===== src/rtl/pipeline_hazard_scoreboard.sv =====
// Hazard and forwarding controller for the in-order pipeline.
// DEPTH slots track the destination tags of in-flight instructions from the
// stage after issue through write-back. Each cycle the controller resolves
// both issue-stage sources against the slots. It then either stalls issue or
// selects the stage that forwards each operand.
module pipeline_hazard_scoreboard #(
  parameter int NUM_REGS  = 32,
  parameter int REG_AW    = 5,
  parameter int DEPTH     = 4,
  parameter int SW        = 3,
  parameter int FORWARD   = 1,
  parameter int RF_BYPASS = 1
) (
  input  logic              clk,
  input  logic              rst,
  input  logic              issue_valid,
  input  logic              issue_uses_a,
  input  logic [REG_AW-1:0] issue_src_a,
  input  logic              issue_uses_b,
  input  logic [REG_AW-1:0] issue_src_b,
  input  logic              issue_writes,
  input  logic [REG_AW-1:0] issue_dest,
  input  logic [SW-1:0]     issue_ready_stage,
  input  logic              issue_kill,
  input  logic [DEPTH-1:0]  squash_mask,
  output logic              stall,
  output logic [SW-1:0]     fwd_sel_a,
  output logic [SW-1:0]     fwd_sel_b,
  output logic              wb_valid,
  output logic [REG_AW-1:0] wb_dest,
  output logic [SW-1:0]     inflight_count
);

  localparam logic [SW-1:0] DEPTH_SW = SW'(DEPTH);

  // Slot state; slot i is pipeline stage i+1
  logic [DEPTH-1:0]  valid_reg, valid_next;
  logic [DEPTH-1:0]  writes_reg, writes_next;
  logic [REG_AW-1:0] dest_reg [DEPTH];
  logic [REG_AW-1:0] dest_next [DEPTH];
  logic [SW-1:0]     rdy_reg [DEPTH];
  logic [SW-1:0]     rdy_next [DEPTH];
  logic [SW-1:0]     count_reg, count_next;

  // Per-slot source matches and per-slot resolution if that slot wins
  logic [DEPTH-1:0]  match_a, match_b;
  logic [DEPTH-1:0]  slot_ok;
  logic [SW-1:0]     slot_sel [DEPTH];

  logic              hazard_a, hazard_b;
  logic [SW-1:0]     sel_a, sel_b;
  logic [SW-1:0]     issue_rdy;
  logic              accept;

  // Clamp the issue ready stage into 1..DEPTH
  always_comb begin
    issue_rdy = issue_ready_stage;
    if (issue_ready_stage == '0) begin
      issue_rdy = SW'(1);
    end else if (issue_ready_stage > DEPTH_SW) begin
      issue_rdy = DEPTH_SW;
    end
  end

  genvar gi;
  generate
    for (gi = 0; gi < DEPTH; gi++) begin : g_slot
      // A squashed slot is invisible to matching in the same cycle; r0 never matches
      assign match_a[gi] = issue_uses_a && (issue_src_a != '0) && valid_reg[gi] &&
                           writes_reg[gi] && (dest_reg[gi] == issue_src_a) && !squash_mask[gi];
      assign match_b[gi] = issue_uses_b && (issue_src_b != '0) && valid_reg[gi] &&
                           writes_reg[gi] && (dest_reg[gi] == issue_src_b) && !squash_mask[gi];

      if (RF_BYPASS != 0 && gi == DEPTH - 1) begin : g_bypass
        // Write-first register file covers the write-back slot
        assign slot_ok[gi]  = 1'b1;
        assign slot_sel[gi] = '0;
      end else begin : g_fwd
        // Forwardable once the producer's stage has reached its ready stage
        assign slot_ok[gi]  = (FORWARD != 0) && (rdy_reg[gi] <= SW'(gi + 1));
        assign slot_sel[gi] = SW'(gi + 1);
      end

      if (gi == 0) begin : g_load
        assign valid_next[gi]  = accept;
        assign writes_next[gi] = accept && issue_writes;
        assign dest_next[gi]   = accept ? issue_dest : '0;
        assign rdy_next[gi]    = accept ? issue_rdy : '0;
      end else begin : g_shift
        logic keep;
        assign keep            = valid_reg[gi-1] && !squash_mask[gi-1];
        assign valid_next[gi]  = keep;
        assign writes_next[gi] = keep && writes_reg[gi-1];
        assign dest_next[gi]   = keep ? dest_reg[gi-1] : '0;
        assign rdy_next[gi]    = keep ? rdy_reg[gi-1] : '0;
      end
    end
  endgenerate

  // Youngest matching slot wins: scan oldest to youngest, last hit overrides
  always_comb begin
    hazard_a = 1'b0;
    hazard_b = 1'b0;
    sel_a    = '0;
    sel_b    = '0;
    for (int i = DEPTH - 1; i >= 0; i--) begin
      if (match_a[i]) begin
        hazard_a = !slot_ok[i];
        sel_a    = slot_ok[i] ? slot_sel[i] : '0;
      end
      if (match_b[i]) begin
        hazard_b = !slot_ok[i];
        sel_b    = slot_ok[i] ? slot_sel[i] : '0;
      end
    end
  end

  assign stall  = issue_valid && !issue_kill && (hazard_a || hazard_b);
  assign accept = issue_valid && !stall && !issue_kill;

  // Occupancy after this cycle's shift
  always_comb begin
    count_next = '0;
    for (int i = 0; i < DEPTH; i++) begin
      count_next = count_next + SW'(valid_next[i]);
    end
  end

  // Slot array advances every cycle; reset clears it immediately
  always_ff @(posedge clk or negedge rst) begin
    if (!rst) begin
      valid_reg  <= '0;
      writes_reg <= '0;
      count_reg  <= '0;
      for (int i = 0; i < DEPTH; i++) begin
        dest_reg[i] <= '0;
        rdy_reg[i]  <= '0;
      end
    end else begin
      valid_reg  <= valid_next;
      writes_reg <= writes_next;
      count_reg  <= count_next;
      for (int i = 0; i < DEPTH; i++) begin
        dest_reg[i] <= dest_next[i];
        rdy_reg[i]  <= rdy_next[i];
      end
    end
  end

  assign fwd_sel_a      = sel_a;
  assign fwd_sel_b      = sel_b;
  assign wb_valid       = valid_reg[DEPTH-1] && writes_reg[DEPTH-1] && !squash_mask[DEPTH-1];
  assign wb_dest        = dest_reg[DEPTH-1];
  assign inflight_count = count_reg;

endmodule


===== config.mk =====
export PLATFORM = sky130hd
export DESIGN_NAME = pipeline_hazard_scoreboard
export DESIGN_NICKNAME = d
export VERILOG_FILES = /design/src/rtl/pipeline_hazard_scoreboard.sv
export SDC_FILE = /design/constraint.sdc
export NUM_CORES = 1
export LEC_CHECK = 0
export CORE_MARGIN = 1.5
export CORE_UTILIZATION = 48
export DETAILED_ROUTE_END_ITERATION = 8
export MAX_ROUTING_LAYER = met4
export PLACE_DENSITY = 0.77
export SLEW_MARGIN = 30
export SYNTH_ARGS = -nofsm -noshare
export SYNTH_HDL_FRONTEND = slang
export SYNTH_SLANG_ARGS = --single-unit

===== constraint.sdc =====
create_clock -name clk -period 4.4 [get_ports clk]
set_clock_uncertainty 0.15 [all_clocks]
set_input_delay 0.88 -clock clk [delete_from_list [all_inputs] [get_ports clk]]
set_output_delay 0.88 -clock clk [all_outputs]
set_load 0.02 [all_outputs]

## Word-level counts from Yosys, hierarchy flattened

Cells that the tools add are included.

- $add $sub $neg: 3
- Order comparisons: 4
- Equal/unequal tests: 6
- Multiplexer cells: 24
- Reductions and logical operators: 52

Operators with widths:

| operator | count |
|---|---|
| $logic_and A1 B1 Y1 | 39 |
| $mux W3 | 11 |
| $eq A5 B5 Y1 | 6 |
| $mux W5 | 4 |
| $reduce_bool A5 Y1 | 2 |
| $logic_not A1 Y1 | 9 |
| $mux W1 | 7 |
| $le A3 B2 Y1 const B | 2 |
| $mux W2 | 2 |
| $add A2 B1 Y3 | 1 |
| $add A3 B1 Y3 | 1 |
| $gt A3 B3 Y1 const B | 1 |
| $le A3 B1 Y1 const B | 1 |
| $logic_not A3 Y1 | 1 |
| $add A1 B1 Y2 | 1 |
| $logic_or A1 B1 Y1 | 1 |

- Register bits after elaboration: 40
- Output and inout bits: 16
- Logic and storage cells: 99

## Logic depth before layout (Yosys ltp)

- Depth in word-level cells: 17
- Mapped depth: 10
- Depth with buffers taken out: 10

## Least setup slack after synthesis

OpenSTA, ideal clock, no wires.

- Path type: input port to output port
- Start: input issue_src_b[1]
- End: output stall
- Arrival: 2384 ps
- Slack: 986 ps
- Stages on the path: 6
- Path through: or4_4 > o21ai_4 > nand4b_2 > nand3_1 > o211a_1 > a21boi_1

- Longest elaborated chain between the ends: 11
- Elaborated cells between the ends (all ways): 22
- Classes of those cells: eq/ne: 3; mux: 3; reduce/logical: 16

Ends and longest elaborated chain:

| element | RTL line | RTL |
|---|---|---|
| from (decl) | 20 | `input logic [REG_AW-1:0] issue_src_b,` |
| $reduce_bool A5 Y1 | n/a |  |
| $logic_and A1 B1 Y1 | n/a |  |
| $logic_and A1 B1 Y1 (2 in a row) | 71 | `assign match_b[gi] = issue_uses_b && (issue_src_b != '0) && valid_reg[gi] &&` |
| $logic_and A1 B1 Y1 (2 in a row) | 72 | `writes_reg[gi] && (dest_reg[gi] == issue_src_b) && !squash_mask[gi];` |
| $mux W1 (2 in a row) | 111 | `if (match_b[i]) begin` |
| $mux W1 * | 111 |  |
| $logic_or A1 B1 Y1 * | 118 | `assign stall = issue_valid && !issue_kill && (hazard_a \|\| hazard_b);` |
| $logic_and A1 B1 Y1 * | 118 |  |
| to (decl) | 26 | `output logic stall,` |

Mark *: on every way between the ends. The rest lies on a longest branch, timed or not.

## Worst setup path after layout

- Start: input issue_src_b[3]
- End: output fwd_sel_b[0]

- Longest elaborated chain between the ends: 9
- Elaborated cells between the ends (all ways): 20
- Classes of those cells: eq/ne: 3; mux: 3; reduce/logical: 14

Ends and longest elaborated chain:

| element | RTL line | RTL |
|---|---|---|
| $reduce_bool A5 Y1 | n/a |  |
| $logic_and A1 B1 Y1 | n/a |  |
| $logic_and A1 B1 Y1 (2 in a row) | 71 |  |
| $logic_and A1 B1 Y1 (2 in a row) | 72 |  |
| $mux W3 (2 in a row) | 111 |  |
| $mux W3 * | 111 |  |
| to (decl) | 28 | `output logic [SW-1:0] fwd_sel_b,` |

Marked as above.

==> results.yml <==
synthesis:
  postSynth.asyncResetShare: 1.00
  synth-seq-cells: 38
  synth_edf_count: 0
  netlist-cell-type-count: 41
  synth.mux.area_fraction: 0.00999
  synthSimpleGateAreaFrac: 0.242
  synth_warnings: 0
  synthAdderAreaFrac: 0.0225
  synth_compound_area_frac: 0.0712
  synth_top_cell_by_area: "dfrtp_1"
  yosys-top-cells-area: "dfrtp_1 47%, xor2_1 7.4%, and2_1 6.2%, xnor2_1 5.7%, nand3_1 3.2%"
  ys.flop_type: "dfrtp_1"
  ys_seq_area_frac: 0.474
  avgSynthCellArea_um2: 10.6
  syn_inst: 189
  yosys.area_share.xor_xnor: 0.131
  synth_common_cells: "38 x dfrtp_1, 20 x and2_1, 17 x xor2_1"
  syn_area_mm2: 0.00200
  synth_top_family_by_area: "simple AND/OR/NAND/NOR gates"
  netlist.area_leader.share: 0.474
  synth.most_common_cell: "dfrtp_1"
worst_setup_path:
  cp-startpoint: "issue_src_b[3]"
  worst_ep_required_time_ns: 3.37
  crit_fanout: 4
  crit_path_top_delay_cell: "clkdlybuf4s50_1"
  max_stage_delay_ns: 0.62
  cp-end-kind: "primary output"
  crit_type: "input pin to primary output"
  path_cells: "clkdlybuf4s50_1 > or4_4 > o21ai_4 > nand4b_2 > buf_4 > mux2i_1 > clkdlybuf4s50_1"
  crit_family: "buffers and inverters"
  r2r-start: "dest_reg[19]$_DFF_PN0_"
  startpoint_type: "input pin"
  critPathMostFrequentCell: "clkdlybuf4s50_1"
  critical_path_buf_inv_count: 3
  arrival_ns: 3.23
  rrSetupSlack_ns: 1.60
timing:
  worstMarginPinSlew_ns: 0.548
  rsz0062_at_grt: "no"
  fin_crit_ns: 4.26
  fin_crit_sh: 0.967
  setup_slack_ns: 0.143
  setup_tns_ns: 0
  drv_slew: 0
  hold_viol_final: 0
  timing.fmax_mhz: 235
  slew_headroom: 0.634
  setup_viol: 0
clock_tree:
  cts_buffer_depth: 2
  cts.repair.resized: 0
  clk_latency_ns: 0.29
  cts_made_buffers: 5
  clock-sinks: 38
  cts.htree.levels: 2
  cts_tree: "yes"
  path_clk_slew_ns: 0.07
  postCtsHoldBufs: 0
  postCtsSetupBuffers: 0
  root_buffer: "clkbuf_8"
power_and_ir_drop:
  leakage_uw: 0.00125
  p_total_uw: 731
  power_density_mw_per_mm2: 276
  vdd_ir_drop_max_mv: 0.174
route:
  wl_per_cell_um: 13.8
  dr.pass1.iters: 4
  drc: 0
  routed_via_density: 5.10
  detail-route-antenna-nets: 0
  via_count: 1494
  drtIter0Drc: 53
  wirelength_um: 4050
global_routing:
  antenna_found_initial: 0
  overflow: 0
  grt_usage: 0.217
  grt_pass1_wl_um: 7000
  grt_max_degree: 39
  first_global_vias: 1506
die:
  floorplan.initialDensity: 0.501
  row_count: 23
  dieArea_mm2: 0.00457
  die-height_um: 67.6
  core_mm2: 0.00400
  ios: 45
  die_w_um: 67.6
layout:
  diodes: 0
  syn2layout_area_growth_pct: 32.3
  layout.cells.non_filler: 293
  nNetsFinal: 274
  drive_gt1_frac: 0.132
  fin_area_mm2: 0.00265
  largest_reg_flops: 15
worst_hold_path:
  hold_class: "register to register"
  hold_start: "rdy_reg[9]$_DFF_PN0_"
run:
  maxCapViolCount: 0
placement:
  port_buffers: 42
  placedCellCount: 285
  gp_congestion: 0.973
  dp_hpwl_um: 3200
  placed_cell_area_mm2: 0.00252
  place_ws_ns: 0.117
outcome:
  status: "completed"
-- worst register-to-register path, stage by stage (launching register included) --
cell,delay [ns]
dfrtp_1,0.43
xor2_1,0.16
nor4_1,0.27
buf_4,0.16
nand4b_2,0.12
nand3_1,0.12
o211a_1,0.17
nand3_1,0.11
fa_1,0.51
inv_1,0.04
ha_1,0.18
ha_1,0.26
-- cells by family after synthesis --
group,count (synthesis)
adder cells (fa/ha/maj),3
XOR/XNOR,30
buffers and inverters,18
other,1
AO/OA/AOI/OAI,14
multiplexers,2
flip-flops,38
AND/OR/NAND/NOR,83
-- through the flow --
step	hold WS, ns	utilization
floorplan	0.278	-
global placement	0.285	0.631
detailed placement	0.289	0.631
CTS	0.305	0.658
global route	0.346	0.663
finish	0.302	0.663
-- area by class of cell --
class                           instances  area (µm²)
Multi-Input combinational cell        134         976
Inverter                                8        30.0
Fill cell                             333        1350
Clock inverter                          3        40.0
Tap cell                               50        62.6
Timing Repair Buffer                   55         523
Sequential cell                        38         951
Clock buffer                            5        68.8
-- per-layer routing --
layer	vias up	routed length, µm	GRT usage
met3	11	225	0.0533
met2	41	1950	0.355
met5	-	0	-
met4	0	104	0.0689
met1	710	1770	0.264
li1	732	-	-
-- worst paths after layout --
kind,endpoint,cells after the start
worst max-delay path,fwd_sel_b[0],7
worst min-delay path,rdy_reg[6]$_DFF_PN0_,1
worst max register to register,inflight_count[1]$_DFF_PN0_,11
worst min register to register,rdy_reg[6]$_DFF_PN0_,1
max in group asynchronous,rdy_reg[7]$_DFF_PN0_,2
min in group asynchronous,wb_dest[2]$_DFF_PN0_,2
-- where the power goes --
group / switching, µW / total [µW] / internal, µW
clock: 117 / 284 / 167
sequential: 3.95 / 360 / 356
combinational: 42.1 / 87.3 / 45.2
-- cells in the final DEF, fill, tap and decap left out, types with 8 or more instances in the layout --
master           count
and2_1              20
buf_4               13
clkdlybuf4s50_1     40
dfrtp_1             38
inv_1                8
nand2_1              8
nand3_1             13
nor2_1              16
xnor2_1             13
xor2_1              17
Note: power is estimated with default switching activity, not from simulation.
